## src/rtl/hazard_ctl_pkg.sv

```systemverilog
// Shared opcode constants, FSM encodings, control bundle and helpers for the
// hazard/stall controller.
package hazard_ctl_pkg;

    localparam logic [5:0] OP_RTYPE = 6'h00;
    localparam logic [5:0] OP_BEQ   = 6'h04;
    localparam logic [5:0] OP_BNE   = 6'h05;
    localparam logic [5:0] OP_SW    = 6'h2B;

    localparam logic [1:0] ST_RUN    = 2'd0;
    localparam logic [1:0] ST_LSTALL = 2'd1;
    localparam logic [1:0] ST_MWAIT  = 2'd2;

    typedef struct packed {
        logic pc_write;
        logic if_id_write;
        logic id_ex_bubble;
        logic if_id_flush;
        logic id_ex_flush;
        logic ex_mem_flush;
        logic pipe_en;
    } ctl_t;

    localparam ctl_t CTL_IDLE   = '{1'b1, 1'b1, 1'b0, 1'b0, 1'b0, 1'b0, 1'b1};
    localparam ctl_t CTL_STALL  = '{1'b0, 1'b0, 1'b1, 1'b0, 1'b0, 1'b0, 1'b1};
    localparam ctl_t CTL_FLUSH  = '{1'b1, 1'b1, 1'b0, 1'b1, 1'b1, 1'b1, 1'b1};
    localparam ctl_t CTL_FREEZE = '{1'b0, 1'b0, 1'b0, 1'b0, 1'b0, 1'b0, 1'b0};
    localparam ctl_t CTL_RESET  = '{1'b0, 1'b0, 1'b1, 1'b1, 1'b1, 1'b1, 1'b0};

    // Opcodes whose rt field is a source operand rather than a destination.
    function automatic logic uses_rt(input logic [5:0] op);
        return (op == OP_RTYPE) || (op == OP_BEQ) || (op == OP_BNE) || (op == OP_SW);
    endfunction

    function automatic logic [15:0] sat_inc(input logic [15:0] v);
        return (v == 16'hFFFF) ? v : v + 16'd1;
    endfunction

endpackage

```

## src/rtl/hazard_ctl_if.sv

```systemverilog
// Pipeline-side bundle of the hazard controller: decode/execute fields in,
// register enables, flushes and statistics out.
interface hazard_ctl_if;
    logic [5:0]  IF_ID_op;
    logic [4:0]  IF_ID_rs;
    logic [4:0]  IF_ID_rt;
    logic        ID_EX_mem_read;
    logic [4:0]  ID_EX_rt;
    logic        EX_MEM_branch_taken;
    logic        mem_busy;
    logic        pc_write;
    logic        if_id_write;
    logic        id_ex_bubble;
    logic        if_id_flush;
    logic        id_ex_flush;
    logic        ex_mem_flush;
    logic        pipe_en;
    logic        mem_error;
    logic [15:0] stall_cycles;
    logic [15:0] flush_count;

    modport master (
        output IF_ID_op, IF_ID_rs, IF_ID_rt, ID_EX_mem_read, ID_EX_rt,
               EX_MEM_branch_taken, mem_busy,
        input  pc_write, if_id_write, id_ex_bubble, if_id_flush, id_ex_flush,
               ex_mem_flush, pipe_en, mem_error, stall_cycles, flush_count
    );

    modport slave (
        input  IF_ID_op, IF_ID_rs, IF_ID_rt, ID_EX_mem_read, ID_EX_rt,
               EX_MEM_branch_taken, mem_busy,
        output pc_write, if_id_write, id_ex_bubble, if_id_flush, id_ex_flush,
               ex_mem_flush, pipe_en, mem_error, stall_cycles, flush_count
    );
endinterface

```

## src/rtl/hazard_ctl_detect.sv

```systemverilog
// Combinational load-use compare between the IF/ID instruction and the load
// sitting in ID/EX; also shared with the forwarding checks.
module hazard_detect
    import hazard_ctl_pkg::*;
(
    input  logic [5:0] op,
    input  logic [4:0] rs,
    input  logic [4:0] rt,
    input  logic       mem_read,
    input  logic [4:0] ld_rt,
    output logic       hit
);
    assign hit = mem_read && (ld_rt != 5'd0) &&
                 ((ld_rt == rs) || ((ld_rt == rt) && uses_rt(op)));
endmodule

```

## src/rtl/hazard_ctl.sv

```systemverilog
// Hazard/stall controller: load-use bubbles, branch flushes, memory freeze
// with timeout, and saturating stall/flush statistics.
module hazard_ctl
    import hazard_ctl_pkg::*;
#(
    parameter int LOAD_LAT    = 1,
    parameter int MEM_TIMEOUT = 255
) (
    input  logic         clk,
    input  logic         rst,
    hazard_ctl_if.slave  hz
);
    localparam logic [3:0]  LAT_M1 = 4'(LOAD_LAT - 1);
    localparam logic [15:0] TMO    = 16'(MEM_TIMEOUT);

    logic [1:0]  state, saved_state, eff_state, state_nxt;
    logic [3:0]  cnt, saved_cnt, eff_cnt, cnt_nxt;
    logic [15:0] tcnt, stall_q, flush_q;
    logic        err_q, hit, busy, br, stall_now;
    ctl_t        ctl;

    assign busy = hz.mem_busy;
    assign br   = hz.EX_MEM_branch_taken;

    hazard_detect u_detect (
        .op       (hz.IF_ID_op),
        .rs       (hz.IF_ID_rs),
        .rt       (hz.IF_ID_rt),
        .mem_read (hz.ID_EX_mem_read),
        .ld_rt    (hz.ID_EX_rt),
        .hit      (hit)
    );

    // While frozen, the pre-freeze state/count drive decisions once memory frees up.
    assign eff_state = (state == ST_MWAIT) ? saved_state : state;
    assign eff_cnt   = (state == ST_MWAIT) ? saved_cnt   : cnt;
    assign stall_now = (eff_state == ST_LSTALL) || ((eff_state == ST_RUN) && hit);

    always_comb begin
        ctl = CTL_IDLE;
        if (rst)            ctl = CTL_RESET;
        else if (busy)      ctl = CTL_FREEZE;
        else if (br)        ctl = CTL_FLUSH;
        else if (stall_now) ctl = CTL_STALL;
    end

    always_comb begin
        state_nxt = eff_state;
        cnt_nxt   = eff_cnt;
        if (busy) begin
            state_nxt = ST_MWAIT;
            cnt_nxt   = cnt;
        end else if (br) begin
            state_nxt = ST_RUN;
            cnt_nxt   = 4'd0;
        end else if (eff_state == ST_LSTALL) begin
            if (eff_cnt <= 4'd1) begin
                state_nxt = ST_RUN;
                cnt_nxt   = 4'd0;
            end else begin
                cnt_nxt   = eff_cnt - 4'd1;
            end
        end else if (hit && (LOAD_LAT > 1)) begin
            state_nxt = ST_LSTALL;
            cnt_nxt   = LAT_M1;
        end
    end

    always_ff @(posedge clk or posedge rst) begin
        if (rst) begin
            state       <= ST_RUN;
            cnt         <= 4'd0;
            saved_state <= ST_RUN;
            saved_cnt   <= 4'd0;
            tcnt        <= 16'd0;
            err_q       <= 1'b0;
            stall_q     <= 16'd0;
            flush_q     <= 16'd0;
        end else begin
            state <= state_nxt;
            cnt   <= cnt_nxt;
            if (busy && (state != ST_MWAIT)) begin
                saved_state <= state;
                saved_cnt   <= cnt;
            end
            tcnt <= busy ? sat_inc(tcnt) : 16'd0;
            if (busy && (sat_inc(tcnt) >= TMO)) err_q <= 1'b1;
            if (!ctl.pc_write) stall_q <= sat_inc(stall_q);
            if (!busy && br)   flush_q <= sat_inc(flush_q);
        end
    end

    assign hz.pc_write     = ctl.pc_write;
    assign hz.if_id_write  = ctl.if_id_write;
    assign hz.id_ex_bubble = ctl.id_ex_bubble;
    assign hz.if_id_flush  = ctl.if_id_flush;
    assign hz.id_ex_flush  = ctl.id_ex_flush;
    assign hz.ex_mem_flush = ctl.ex_mem_flush;
    assign hz.pipe_en      = ctl.pipe_en;
    assign hz.mem_error    = err_q;
    assign hz.stall_cycles = stall_q;
    assign hz.flush_count  = flush_q;
endmodule

```

## src/flat_wrapper.sv

```systemverilog
// flat-port wrapper written by rule: the top's interface ports become plain ports
module hazard_ctl_flat import hazard_ctl_pkg::*;
#(
    parameter int LOAD_LAT    = 1,
    parameter int MEM_TIMEOUT = 255
)
  (clk, rst, hz_IF_ID_op, hz_IF_ID_rs, hz_IF_ID_rt, hz_ID_EX_mem_read, hz_ID_EX_rt, hz_EX_MEM_branch_taken, hz_mem_busy, hz_pc_write, hz_if_id_write, hz_id_ex_bubble, hz_if_id_flush, hz_id_ex_flush, hz_ex_mem_flush, hz_pipe_en, hz_mem_error, hz_stall_cycles, hz_flush_count);
  hazard_ctl_if hz_i ();
  input  logic clk;
  input  logic rst;
  input wire logic [$bits(hz_i.IF_ID_op)-1:0] hz_IF_ID_op;
  input wire logic [$bits(hz_i.IF_ID_rs)-1:0] hz_IF_ID_rs;
  input wire logic [$bits(hz_i.IF_ID_rt)-1:0] hz_IF_ID_rt;
  input wire logic [$bits(hz_i.ID_EX_mem_read)-1:0] hz_ID_EX_mem_read;
  input wire logic [$bits(hz_i.ID_EX_rt)-1:0] hz_ID_EX_rt;
  input wire logic [$bits(hz_i.EX_MEM_branch_taken)-1:0] hz_EX_MEM_branch_taken;
  input wire logic [$bits(hz_i.mem_busy)-1:0] hz_mem_busy;
  output wire logic [$bits(hz_i.pc_write)-1:0] hz_pc_write;
  output wire logic [$bits(hz_i.if_id_write)-1:0] hz_if_id_write;
  output wire logic [$bits(hz_i.id_ex_bubble)-1:0] hz_id_ex_bubble;
  output wire logic [$bits(hz_i.if_id_flush)-1:0] hz_if_id_flush;
  output wire logic [$bits(hz_i.id_ex_flush)-1:0] hz_id_ex_flush;
  output wire logic [$bits(hz_i.ex_mem_flush)-1:0] hz_ex_mem_flush;
  output wire logic [$bits(hz_i.pipe_en)-1:0] hz_pipe_en;
  output wire logic [$bits(hz_i.mem_error)-1:0] hz_mem_error;
  output wire logic [$bits(hz_i.stall_cycles)-1:0] hz_stall_cycles;
  output wire logic [$bits(hz_i.flush_count)-1:0] hz_flush_count;
  assign hz_i.IF_ID_op = hz_IF_ID_op;
  assign hz_i.IF_ID_rs = hz_IF_ID_rs;
  assign hz_i.IF_ID_rt = hz_IF_ID_rt;
  assign hz_i.ID_EX_mem_read = hz_ID_EX_mem_read;
  assign hz_i.ID_EX_rt = hz_ID_EX_rt;
  assign hz_i.EX_MEM_branch_taken = hz_EX_MEM_branch_taken;
  assign hz_i.mem_busy = hz_mem_busy;
  assign hz_pc_write = hz_i.pc_write;
  assign hz_if_id_write = hz_i.if_id_write;
  assign hz_id_ex_bubble = hz_i.id_ex_bubble;
  assign hz_if_id_flush = hz_i.if_id_flush;
  assign hz_id_ex_flush = hz_i.id_ex_flush;
  assign hz_ex_mem_flush = hz_i.ex_mem_flush;
  assign hz_pipe_en = hz_i.pipe_en;
  assign hz_mem_error = hz_i.mem_error;
  assign hz_stall_cycles = hz_i.stall_cycles;
  assign hz_flush_count = hz_i.flush_count;
  hazard_ctl #(.LOAD_LAT(LOAD_LAT), .MEM_TIMEOUT(MEM_TIMEOUT)) u_core (.clk(clk), .rst(rst), .hz(hz_i));
endmodule
```

## config.mk

```make
export PLATFORM = sky130hd
export DESIGN_NAME = hazard_ctl_flat
export DESIGN_NICKNAME = d
export VERILOG_FILES = /design/src/rtl/hazard_ctl_pkg.sv /design/src/rtl/hazard_ctl_if.sv /design/src/rtl/hazard_ctl_detect.sv /design/src/rtl/hazard_ctl.sv /design/src/flat_wrapper.sv
export SDC_FILE = /design/constraint.sdc
export NUM_CORES = 1
export LEC_CHECK = 0
export ABC_AREA = 1
export CAP_MARGIN = 10
export CORE_MARGIN = 3
export CORE_UTILIZATION = 40
export CTS_BUF_LIST = sky130_fd_sc_hd__clkbuf_16
export DETAILED_ROUTE_END_ITERATION = 12
export PLACE_DENSITY = 0.61
export SLEW_MARGIN = 20
export SYNTH_ARGS = -nofsm -noshare
export SYNTH_HDL_FRONTEND = slang
export SYNTH_SLANG_ARGS = --single-unit
```

## constraint.sdc

```tcl
create_clock -name clk -period 4.21 [get_ports clk]
set_input_delay 0.842 -clock clk [delete_from_list [all_inputs] [get_ports clk]]
set_output_delay 0.842 -clock clk [all_outputs]
set_load 0.05 [all_outputs]
```

# Yosys cells after proc, flatten, opt, wreduce, memory -nomap -nowiden
# Cells that the tools add are included.
# word_totals
register_bits	61
latchBits	0
mem_bits_rw	0
romBits	0
inputBits	26
out_inout_bits	40
wordCells	61
n_memories	0
# classes
addsub	4
multipliers	0
div	0
n_lt_le_gt_ge	2
eq_ne	11
n_shift	0
n_mux	15
n_bitwise	3
reduce_logical	18
# ops
operator	count
adder 16 x 1 -> 16 bit, second input constant	3
equality test 16 bit, second input constant	3
2-to-1 mux 16 bit	2
2-to-1 mux 7 bit	4
greater-or-equal comparator 16 x 8 -> 1 bit, second input constant	1
2-to-1 mux 4 bit	4
equality test 6 x 3 -> 1 bit, second input constant	2
equality test 5 bit	2
2-to-1 mux 2 bit	5
logical AND 1 bit	7
equality test 6 bit, second input constant	1
zero test 6 bit	1
logical OR 1 bit	5
nonzero test 5 bit	1
less-or-equal comparator 4 x 1 -> 1 bit, second input constant	1
AND reduction 2 bit	2
subtractor 4 x 1 -> 4 bit, second input constant	1
NOT 1 bit	3
equality test 2 x 1 -> 1 bit, second input constant	1
equality test 2 bit, second input constant	1
zero test 2 bit	1
inequality test 2 bit, second input constant	1
zero test 1 bit	1

# Longest topological paths before layout
# Gate-level depths: netlist (run 1).
# depth
depth_word	15
depth_mapped	14
mapped_depth_nobuf	13

# By module
# A second synthesis (run 1) with hierarchy kept.
# unflattened
hier_cells	493
hier_area_um2	3774.9
# modules_own_cells
module	instances	cells_each	area_per_inst_um2	seq_area_each_um2
hazard_ctl	1	443	3547.2	1526.5
hazard_detect	1	50	227.7	0.0

# Worst setup path after synthesis (run 1)
# Ideal clock, no wire load.
# synth_path
kind	input to output
startpoint	in rst
endpoint	out hz_id_ex_flush
t_arrival_ps	3808
required_time_ps	3368
path_slack_ps	-440
stages	3
path_buffers	1
path_cell_list	inv_1 o21ai_0 buf_4
# synth_via
elab_chain_len	1
# synth_rtl
item	line	source
start, declared	flat_wrapper.sv:10	input logic rst;
2-to-1 mux 7 bit	hazard_ctl.sv:41	if (rst) ctl = CTL_RESET;
end, declared	flat_wrapper.sv:22	output wire logic [$bits(hz_i.id_ex_flush)-1:0] hz_id_ex_flush;
# No other way between the ends.

# Worst setup path after layout (run 1)
# layout_path
startpoint	in hz_mem_busy
endpoint	out hz_pipe_en
# layout_via
elab_chain_len	2
# layout_rtl
item	line	source
start, declared	flat_wrapper.sv:17	input wire logic [$bits(hz_i.mem_busy)-1:0] hz_mem_busy;
2-to-1 mux 7 bit	hazard_ctl.sv:42	else if (busy) ctl = CTL_FREEZE;
2-to-1 mux 7 bit	hazard_ctl.sv:41	
end, declared	flat_wrapper.sv:24	output wire logic [$bits(hz_i.pipe_en)-1:0] hz_pipe_en;
# No other way between the ends.

==> summary.txt, run 1 <==
Clock H-tree levels - 3
area grow syn2layout - 28.5%
Yosys cell types - 31
row count - 34
RSZ-0062 raised after global routing - no
Buf/Inv on CP - 2
Mapped Area - 3690 um2
DR iter-0 viols - 101
crit-path max FO - 8
largest family of logic cells by synthesized area - simple AND/OR/NAND/NOR gates
proportion of synthesized area in mux cells - 0.305%
Worst-Margin Slew - 0.894 ns
Hold Buf Count CTS - 0
Final Hold Vio Count - 0
CTS Root Cell - clkbuf_16
CP max stage cell - clkdlybuf4s50_1
YS warnings - 0
share of layout cells above drive strength 1 - 6.99%
fin crit share - 80.8%
overall power - 1.95 mW
synthesized flop and latch total - 61
grt ovf - 0
Initial Util - 41.7%
Setup crit start kind - input pin
worst vdd ir - 0.319 mV
Hold Slack - 0.480 ns
Clock Tree Buf Depth - 2
fin nets - 584
Setup-failing EPs final - 0
Compound-Gate Fraction of Synth Area - 5.63%
commonest non-fill, non-tap cell in the layout - nand2_1
clk_skew - 0.00789 ns
CP max stage delay - 0.86 ns
Core Footprint - 8850 um2
delay-heaviest family, CP - buffers and inverters
CP Capture Type - output port
Antenna diodes - 0
later-pin clock latency in the skew report - 0.32 ns
vias in the first global route - 3375
Syn Nets - 518
GP Congestion - 0.832
Reg2Reg Setup Slack - 2.11 ns
DR vias - 3265
final WL - 8.59 mm
final slew viol count - 0
most frequent cells in the layout - 128 x nand2_1, 66 x nor2_1, 61 x dfrtp_1
critical-path cell list - clkdlybuf4s50_1, nor2_1, clkdlybuf4s50_1
max-cap viol count - 0
register area share after synthesis - 41.4%
vias per cell - 4.90
Num CTS Buffers - 9
DP Cell Count - 650
post-synthesis simple-gate area fraction - 32.4%
full die area - 10400 um2
critical path class - in -> out
dpl hpwl - 6.46 mm
clk sinks - 61
P_leak - 2.25 nW
DRC - 0
largest net degree at the start of global routing - 46
CTS tree - done
Post-CTS Setup Bufs - 0
drt wl/cell - 12.9 um
CTS resizes - 0
worst path arrival time - 2.56 ns
initial antenna violation count - 0
fin crit period - 3.40 ns
Post-Synth XOR/XNOR Area - 11.4%
TritonRoute pass-1 iters - 5
DIE WIDTH - 102 um
first-pass GRT wire length - 15.0 mm
gr usage total - 17.9%
Worst slew margin - 39.8%
WP data required - 3.37 ns
Power Dens Cells - 411 nW/um2
Setup TNS Final - 0 ns
fmax - 294 MHz
Die H - 102 um
Port Buffers - 65
post-synthesis area per instance - 7.58 um2
worst hold path class - reg -> reg
most frequent CP cell - clkdlybuf4s50_1
cells after synthesis - 487
Final Util - 53.6%
status - complete, no violations
final cell count without fillers - 666
CTS clk-pin slew, worst paths - 0.05 ns
num ports - 66
post-route ant nets - 0
Synth Area in Adders - 1.70%
## cell type report
cell class	count	area (um2)
fill	859	4110
timing repair buffer	67	701
inverter	52	199
multi-input combinational	362	1900
sequential	61	1530
clock inverter	7	58.8
tap	108	135
clock buffer	9	225
## per-layer routing
layer / GRT usage, % / up-vias / routed length [um]
li1: - / 1687 / -
met1: 21.6 / 1529 / 3930
met2: 31.7 / 43 / 4360
met3: 3.69 / 6 / 217
met4: 5.85 / 0 / 81
met5: 0 / - / 0
## Yosys cell counts (all sizes together)
| master | instances | area share [%] |
|---|---|---|
| a21oi | 11 | 1.5 |
| a22o | 2 | 0.47 |
| buf | 8 | 1.5 |
| clkbuf | 4 | 0.41 |
| dfrtp | 61 | 41 |
| ha | 5 | 1.7 |
| inv | 52 | 5.3 |
| mux2 | 1 | 0.31 |
| nand2 | 132 | 14 |
| nand3 | 47 | 6.4 |
| nand3b | 3 | 0.61 |
| nand4 | 10 | 2.1 |
| nor2 | 69 | 7.6 |
| nor3 | 6 | 1.4 |
| nor4 | 1 | 0.17 |
| o21ai | 22 | 3.0 |
| o22ai | 4 | 0.68 |
| or2 | 1 | 0.17 |
| xnor2 | 21 | 5.0 |
| xor2 | 27 | 6.4 |
## power by group
part / internal [mW] / switching (mW) / total (mW)
Sequential: 0.644 / 0.0838 / 0.728
Combinational: 0.191 / 0.338 / 0.529
Clock: 0.448 / 0.245 / 0.694
Total: 1.28 / 0.667 / 1.95
## sequential cells by signal, summed over array words and instances, names as in the netlist
register                count
u_core.hz.flush_count      16
u_core.hz.stall_cycles     16
u_core.tcnt                16
u_core.cnt                  4
u_core.saved_cnt            4
u_core.saved_state          2
u_core.state                2
u_core.hz.mem_error         1
## stage by stage
step	instance area [um2]	setup WS (ns)
2_1_floorplan	3690	0.331
3_3_place_gp	4460	0.846
3_5_place_dp	4460	0.815
4_1_cts	4740	0.806
5_1_grt	4740	0.691
6_report	4740	0.809
## final timing paths
| kind | from | cells after the start | to |
|---|---|---|---|
| max in group asynchronous | rst | 3 | u_core.saved_state[1]$_DFFE_PP0P_ |
| max reg2reg | u_core.tcnt[0]$_DFF_PP0_ | 13 | u_core.hz.mem_error$_DFFE_PP0P_ |
| max | hz_mem_busy | 3 | hz_pipe_en |
| min in group asynchronous | rst | 2 | u_core.hz.flush_count[15]$_DFFE_PP0P_ |
| min | u_core.hz.mem_error$_DFFE_PP0P_ | 2 | u_core.hz.mem_error$_DFFE_PP0P_ |
| min reg2reg | u_core.hz.mem_error$_DFFE_PP0P_ | 2 | u_core.hz.mem_error$_DFFE_PP0P_ |
## tightest hold or removal path, stage by stage (launching register included)
cell and delay (ns):
dfrtp_1 0.35, inv_1 0.04, nand2_1 0.05
## cells by family (layout without fill, tap and decap cells)
| kind of cell | count (synthesis) | after routing |
|---|---|---|
| buf+inv | 64 | 135 |
| mux | 1 | 1 |
| simple gates | 269 | 269 |
| compound gates | 39 | 39 |
| fa+ha+maj | 5 | 5 |
| flops | 61 | 61 |
| xor+xnor | 48 | 48 |
Power figures use the tool's default switching activity.
==> inputs of run 2 (changes only) <==
PLACE_DENSITY = 0.64   (was 0.61)
clock period = 2.85 ns   (was 4.21 ns; I/O delays follow)
==> run 2 against run 1 <==
Compared with the run above: sequential share of layout area shrank 0.41 points; first-iteration DRC count increased by 64%; total power rose by 45%; clock skew is 0.0019 ns lower; setup slack worse by 0.62 ns; combinational power up 51%; global-route usage rose by 0.064 points; final area is 1.3% higher; critical path type unchanged; critical endpoint is now hz_id_ex_bubble.
==> summary.txt, run 2 (synthesis results as in run 1) <==
Antenna diodes - 0
Post-CTS Setup Bufs - 0
fin nets - 588
Setup-failing EPs final - 0
status - complete, no violations
dpl hpwl - 6.58 mm
RR Endpoint - u_core.hz.mem_error$_DFFE_PP0P_
Hold Slack - 0.458 ns
DR iter-0 viols - 166
worst path arrival time - 2.09 ns
CP Capture Type - output port
DRC - 0
final WL - 8.72 mm
fin crit period - 2.66 ns
Clock H-tree levels - 3
Die H - 102 um
area grow syn2layout - 30.2%
max-cap viol count - 0
DIE WIDTH - 102 um
Initial Util - 41.7%
CTS clk-pin slew, worst paths - 0.05 ns
most frequent CP cell - nand2_1
most frequent cells in the layout - 128 x nand2_1, 65 x nor2_1, 61 x dfrtp_1
Final Util - 54.3%
critical path class - in -> out
post-route ant nets - 0
drt wl/cell - 13.0 um
num ports - 66
GP Congestion - 0.834
Final Hold Vio Count - 0
Power Dens Cells - 588 nW/um2
worst hold path class - reg -> reg
worst vdd ir - 0.411 mV
DR vias - 3284
vias in the first global route - 3235
Reg2Reg Setup Slack - 0.78 ns
clk sinks - 61
later-pin clock latency in the skew report - 0.32 ns
clk_skew - 0.00596 ns
critical-path cell list - clkdlybuf4s50_1, xnor2_1, nand3_1, o21ai_1, nand2_1, nand2_1, nand2_1, o21ai_2, buf_12
Clock Tree Buf Depth - 2
full die area - 10400 um2
P_leak - 2.28 nW
RSZ-0062 raised after global routing - no
Buf/Inv on CP - 2
fmax - 376 MHz
Setup crit start kind - input pin
final slew viol count - 0
CP Depth - 9
CP startpoint - hz_ID_EX_rt[4]
vias per cell - 4.91
first-pass GRT wire length - 15.1 mm
delay-heaviest family, CP - buffers and inverters
Worst-Margin Slew - 0.508 ns
Worst Setup EP - hz_id_ex_bubble
CP max stage cell - clkdlybuf4s50_1
initial antenna violation count - 0
crit-path max FO - 3
R2R cell count - 13
share of layout cells above drive strength 1 - 8.56%
largest net degree at the start of global routing - 36
Num CTS Buffers - 9
grt ovf - 0
CP max stage delay - 0.53 ns
row count - 34
Core Footprint - 8850 um2
commonest non-fill, non-tap cell in the layout - nand2_1
Worst slew margin - 66.0%
Hold Buf Count CTS - 0
TritonRoute pass-1 iters - 6
origin of the critical flop-to-flop path - u_core.tcnt[0]$_DFF_PP0_
CTS tree - done
CTS resizes - 0
Setup TNS Final - 0 ns
fin crit share - 93.3%
WP data required - 2.28 ns
CTS Root Cell - clkbuf_16
gr usage total - 17.9%
Port Buffers - 65
[run 2: cell types whose count changed in the layout (fill, tap and decap cells not counted), moves of 2 or more]
cell             change
clkdlybuf4s50_1      -3
buf_4                +2
inv_1                -2
buf_12               +3
o21ai_0              -2
dlymetal6s2s_1       +2
[run 2: metrics by stage]
| stage | power [mW] | area, um2 | instances | worst slack [ns] |
|---|---|---|---|---|
| 5_1_grt | 2.97 | 4800 | 669 | 0.0136 |
| 4_1_cts | 2.86 | 4800 | 669 | 0.144 |
| 3_3_place_gp | 1.89 | 4540 | 654 | 0.168 |
| 3_5_place_dp | 1.90 | 4540 | 654 | 0.148 |
| 6_report | 2.83 | 4800 | 669 | 0.190 |
| 2_1_floorplan | 1.60 | 3710 | 487 | 0.0855 |
[run 2: layout make-up]
class,count,area [um2]
Clock buffer,9,225
Inverter,52,199
Timing Repair Buffer,71,771
Sequential cell,61,1530
Clock inverter,6,32.5
Tap cell,108,135
Fill cell,861,4050
Multi-Input combinational cell,362,1910
[run 2: where the power goes]
part / leakage [nW] / switching [mW] / internal [mW]
Combinational: 1.34 / 0.507 / 0.292
Sequential: 0.816 / 0.133 / 0.952
Clock: 0.126 / 0.369 / 0.572
Total: 2.28 / 1.01 / 1.82
[run 2: tightest hold or removal path: cells and delay by family (launching register included)]
family,cells,cell delay (ns)
DFF,1,0.34
and+or+nand+nor,1,0.05
buffers and inverters,1,0.04
[run 2: how the worst min path moves through the flow]
stage	startpoint	to	slack, ns	cells past startpoint
floorplan	u_core.cnt[2]$_DFFE_PP0N_	u_core.cnt[2]$_DFFE_PP0N_	0.45	2
global placement	u_core.hz.mem_error$_DFFE_PP0P_	u_core.hz.mem_error$_DFFE_PP0P_	0.45	2
detailed placement	u_core.hz.mem_error$_DFFE_PP0P_	u_core.hz.mem_error$_DFFE_PP0P_	0.45	2
CTS	u_core.hz.mem_error$_DFFE_PP0P_	u_core.hz.mem_error$_DFFE_PP0P_	0.46	2
global route	u_core.hz.mem_error$_DFFE_PP0P_	u_core.hz.mem_error$_DFFE_PP0P_	0.51	2
finish	u_core.hz.mem_error$_DFFE_PP0P_	u_core.hz.mem_error$_DFFE_PP0P_	0.46	2
[run 2: layer usage]
| metal | vias to the layer above | part of all wire [%] | GRT usage (%) |
|---|---|---|---|
| met2 | 52 | 50 | 29.8 |
| met4 | 0 | 1.1 | 5.05 |
| met3 | 9 | 2.6 | 3.89 |
| li1 | 1686 | - | - |
| met5 | - | 0 | 0 |
| met1 | 1537 | 47 | 23.6 |
==> inputs of run 3 (changes only) <==
--- a/constraint.sdc
+++ b/constraint.sdc
@@ -3,2 +3,2 @@
 set_output_delay 0.57 -clock clk [all_outputs]
-set_load 0.05 [all_outputs]
+set_load 0.01 [all_outputs]
==> run 3 against run 2 <==
Compared with the run above: total power fell by 3.0%; core utilization fell by 0.49 points; hold slack improved by 0.029 ns; fmax fell by 0.41%; sequential share of layout area rose by 0.29 points; critical endpoint unchanged.
==> summary.txt, run 3 (synthesis results as in run 1) <==
vias in the first global route - 3184
Final Util - 53.8%
DIE WIDTH - 102 um
Final Hold Vio Count - 0
Worst-Margin Slew - 0.503 ns
worst vdd ir - 0.373 mV
later-pin clock latency in the skew report - 0.32 ns
vias per cell - 4.82
initial antenna violation count - 0
DRC - 0
gr usage total - 17.2%
dpl hpwl - 6.30 mm
Worst Setup EP - hz_id_ex_bubble
share of layout cells above drive strength 1 - 6.94%
fin crit period - 2.67 ns
TritonRoute pass-1 iters - 7
clk sinks - 61
commonest non-fill, non-tap cell in the layout - nand2_1
Reg2Reg Setup Slack - 0.78 ns
CP startpoint - hz_IF_ID_rs[3]
status - complete, no violations
Antenna diodes - 0
DR iter-0 viols - 89
CP Capture Type - output port
fin crit share - 93.7%
origin of the critical flop-to-flop path - u_core.tcnt[0]$_DFF_PP0_
Setup-failing EPs final - 0
P_leak - 2.27 nW
CTS Root Cell - clkbuf_16
post-route ant nets - 0
fin nets - 588
RSZ-0062 raised after global routing - no
final slew viol count - 0
Port Buffers - 65
Num CTS Buffers - 9
Worst slew margin - 66.5%
full die area - 10400 um2
critical path class - in -> out
clk_skew - 0.00869 ns
final WL - 8.34 mm
row count - 34
RR Endpoint - u_core.hz.mem_error$_DFFE_PP0P_
Post-CTS Setup Bufs - 0
max-cap viol count - 0
WP data required - 2.28 ns
Initial Util - 41.7%
crit-path max FO - 2
GP Congestion - 0.812
Core Footprint - 8850 um2
Hold Slack - 0.488 ns
worst hold path class - reg -> reg
CTS clk-pin slew, worst paths - 0.05 ns
drt wl/cell - 12.4 um
R2R cell count - 13
Clock H-tree levels - 3
area grow syn2layout - 29.0%
Die H - 102 um
Clock Tree Buf Depth - 2
num ports - 66
most frequent cells in the layout - 128 x nand2_1, 66 x nor2_1, 61 x dfrtp_1
CTS tree - done
Power Dens Cells - 576 nW/um2
overall power - 2.74 mW
first-pass GRT wire length - 14.5 mm
worst path arrival time - 2.10 ns
DR vias - 3231
grt ovf - 0
fmax - 374 MHz
Setup crit start kind - input pin
largest net degree at the start of global routing - 41
==> run 3: cell count changes in the layout (fill, tap and decap cells not counted), moves of 2 or more <==
cell             previous run  this run
buf_12                      7         0
bufinv_16                   0         2
clkdlybuf4s50_1            56        58
dlygate4sd2_1               0         6
dlymetal6s2s_1              2         0
o21ai_0                    15        17
==> run 3: power by group <==
part	leakage, nW	internal, mW	switching [mW]
combinational	1.30	0.276	0.247
clock	0.153	0.760	0.386
sequential	0.816	0.951	0.121
total	2.27	1.99	0.754
==> run 3: how the worst min path moves through the flow <==
| stage | startpoint | slack, ns | depth (start not counted) | end |
|---|---|---|---|---|
| 2_1_floorplan | u_core.cnt[2]$_DFFE_PP0N_ | 0.45 | 2 | u_core.cnt[2]$_DFFE_PP0N_ |
| 6_report | u_core.cnt[2]$_DFFE_PP0N_ | 0.49 | 2 | u_core.cnt[2]$_DFFE_PP0N_ |
| 5_1_grt | u_core.cnt[2]$_DFFE_PP0N_ | 0.52 | 2 | u_core.cnt[2]$_DFFE_PP0N_ |
| 4_1_cts | u_core.hz.mem_error$_DFFE_PP0P_ | 0.49 | 2 | u_core.hz.mem_error$_DFFE_PP0P_ |
| 3_3_place_gp | u_core.cnt[2]$_DFFE_PP0N_ | 0.47 | 2 | u_core.cnt[2]$_DFFE_PP0N_ |
| 3_5_place_dp | u_core.hz.mem_error$_DFFE_PP0P_ | 0.47 | 2 | u_core.hz.mem_error$_DFFE_PP0P_ |
==> run 3: layout make-up <==
type,count,area (um2)
clock inverters,7,90.1
repair buffers,71,687
well taps,108,135
multi-input cells,362,1900
flip-flops and latches,61,1530
fillers,856,4090
inverters,52,199
clock buffers,9,225
==> run 3: critical path, stage by stage <==
cell and delay [ns]:
clkdlybuf4s50_1 0.49, nand2_1 0.06, inv_1 0.06, nor2_1 0.03
nor2_1 0.10, nand3_1 0.08, o21ai_1 0.08, nand2_1 0.06
nand2_1 0.05, nand2_1 0.09, o21ai_0 0.15, dlygate4sd1_1 0.28
==> run 3: stage by stage <==
| step | setup WS, ns | setup TNS [ns] | std cells | cell area [um2] |
|---|---|---|---|---|
| floorplan | 0.156 | 0 | 487 | 3690 |
| global placement | -0.147 | -0.240 | 654 | 4450 |
| detailed placement | -0.188 | -0.340 | 654 | 4450 |
| CTS | 0.148 | 0 | 670 | 4760 |
| global route | 0.00319 | 0 | 670 | 4760 |
| finish | 0.179 | 0 | 670 | 4760 |
==> run 3: what timing repair did <==
| action | in CTS | in global routing |
|---|---|---|
| hold buffers | 0 | 0 |
| setup endpoints to repair | 3 | 1 |
| resized for setup | 7 | 2 |
==> run 3: layer usage <==
layer | global-route usage (%) | wire (um) | share of wire [%] | vias up
li1 | - | - | - | 1687
met3 | 3.41 | 180 | 2.2 | 10
met2 | 29.8 | 4270 | 51 | 40
met5 | 0 | 0 | 0 | -
met1 | 21.5 | 3770 | 45 | 1494
met4 | 5.75 | 112 | 1.3 | 0
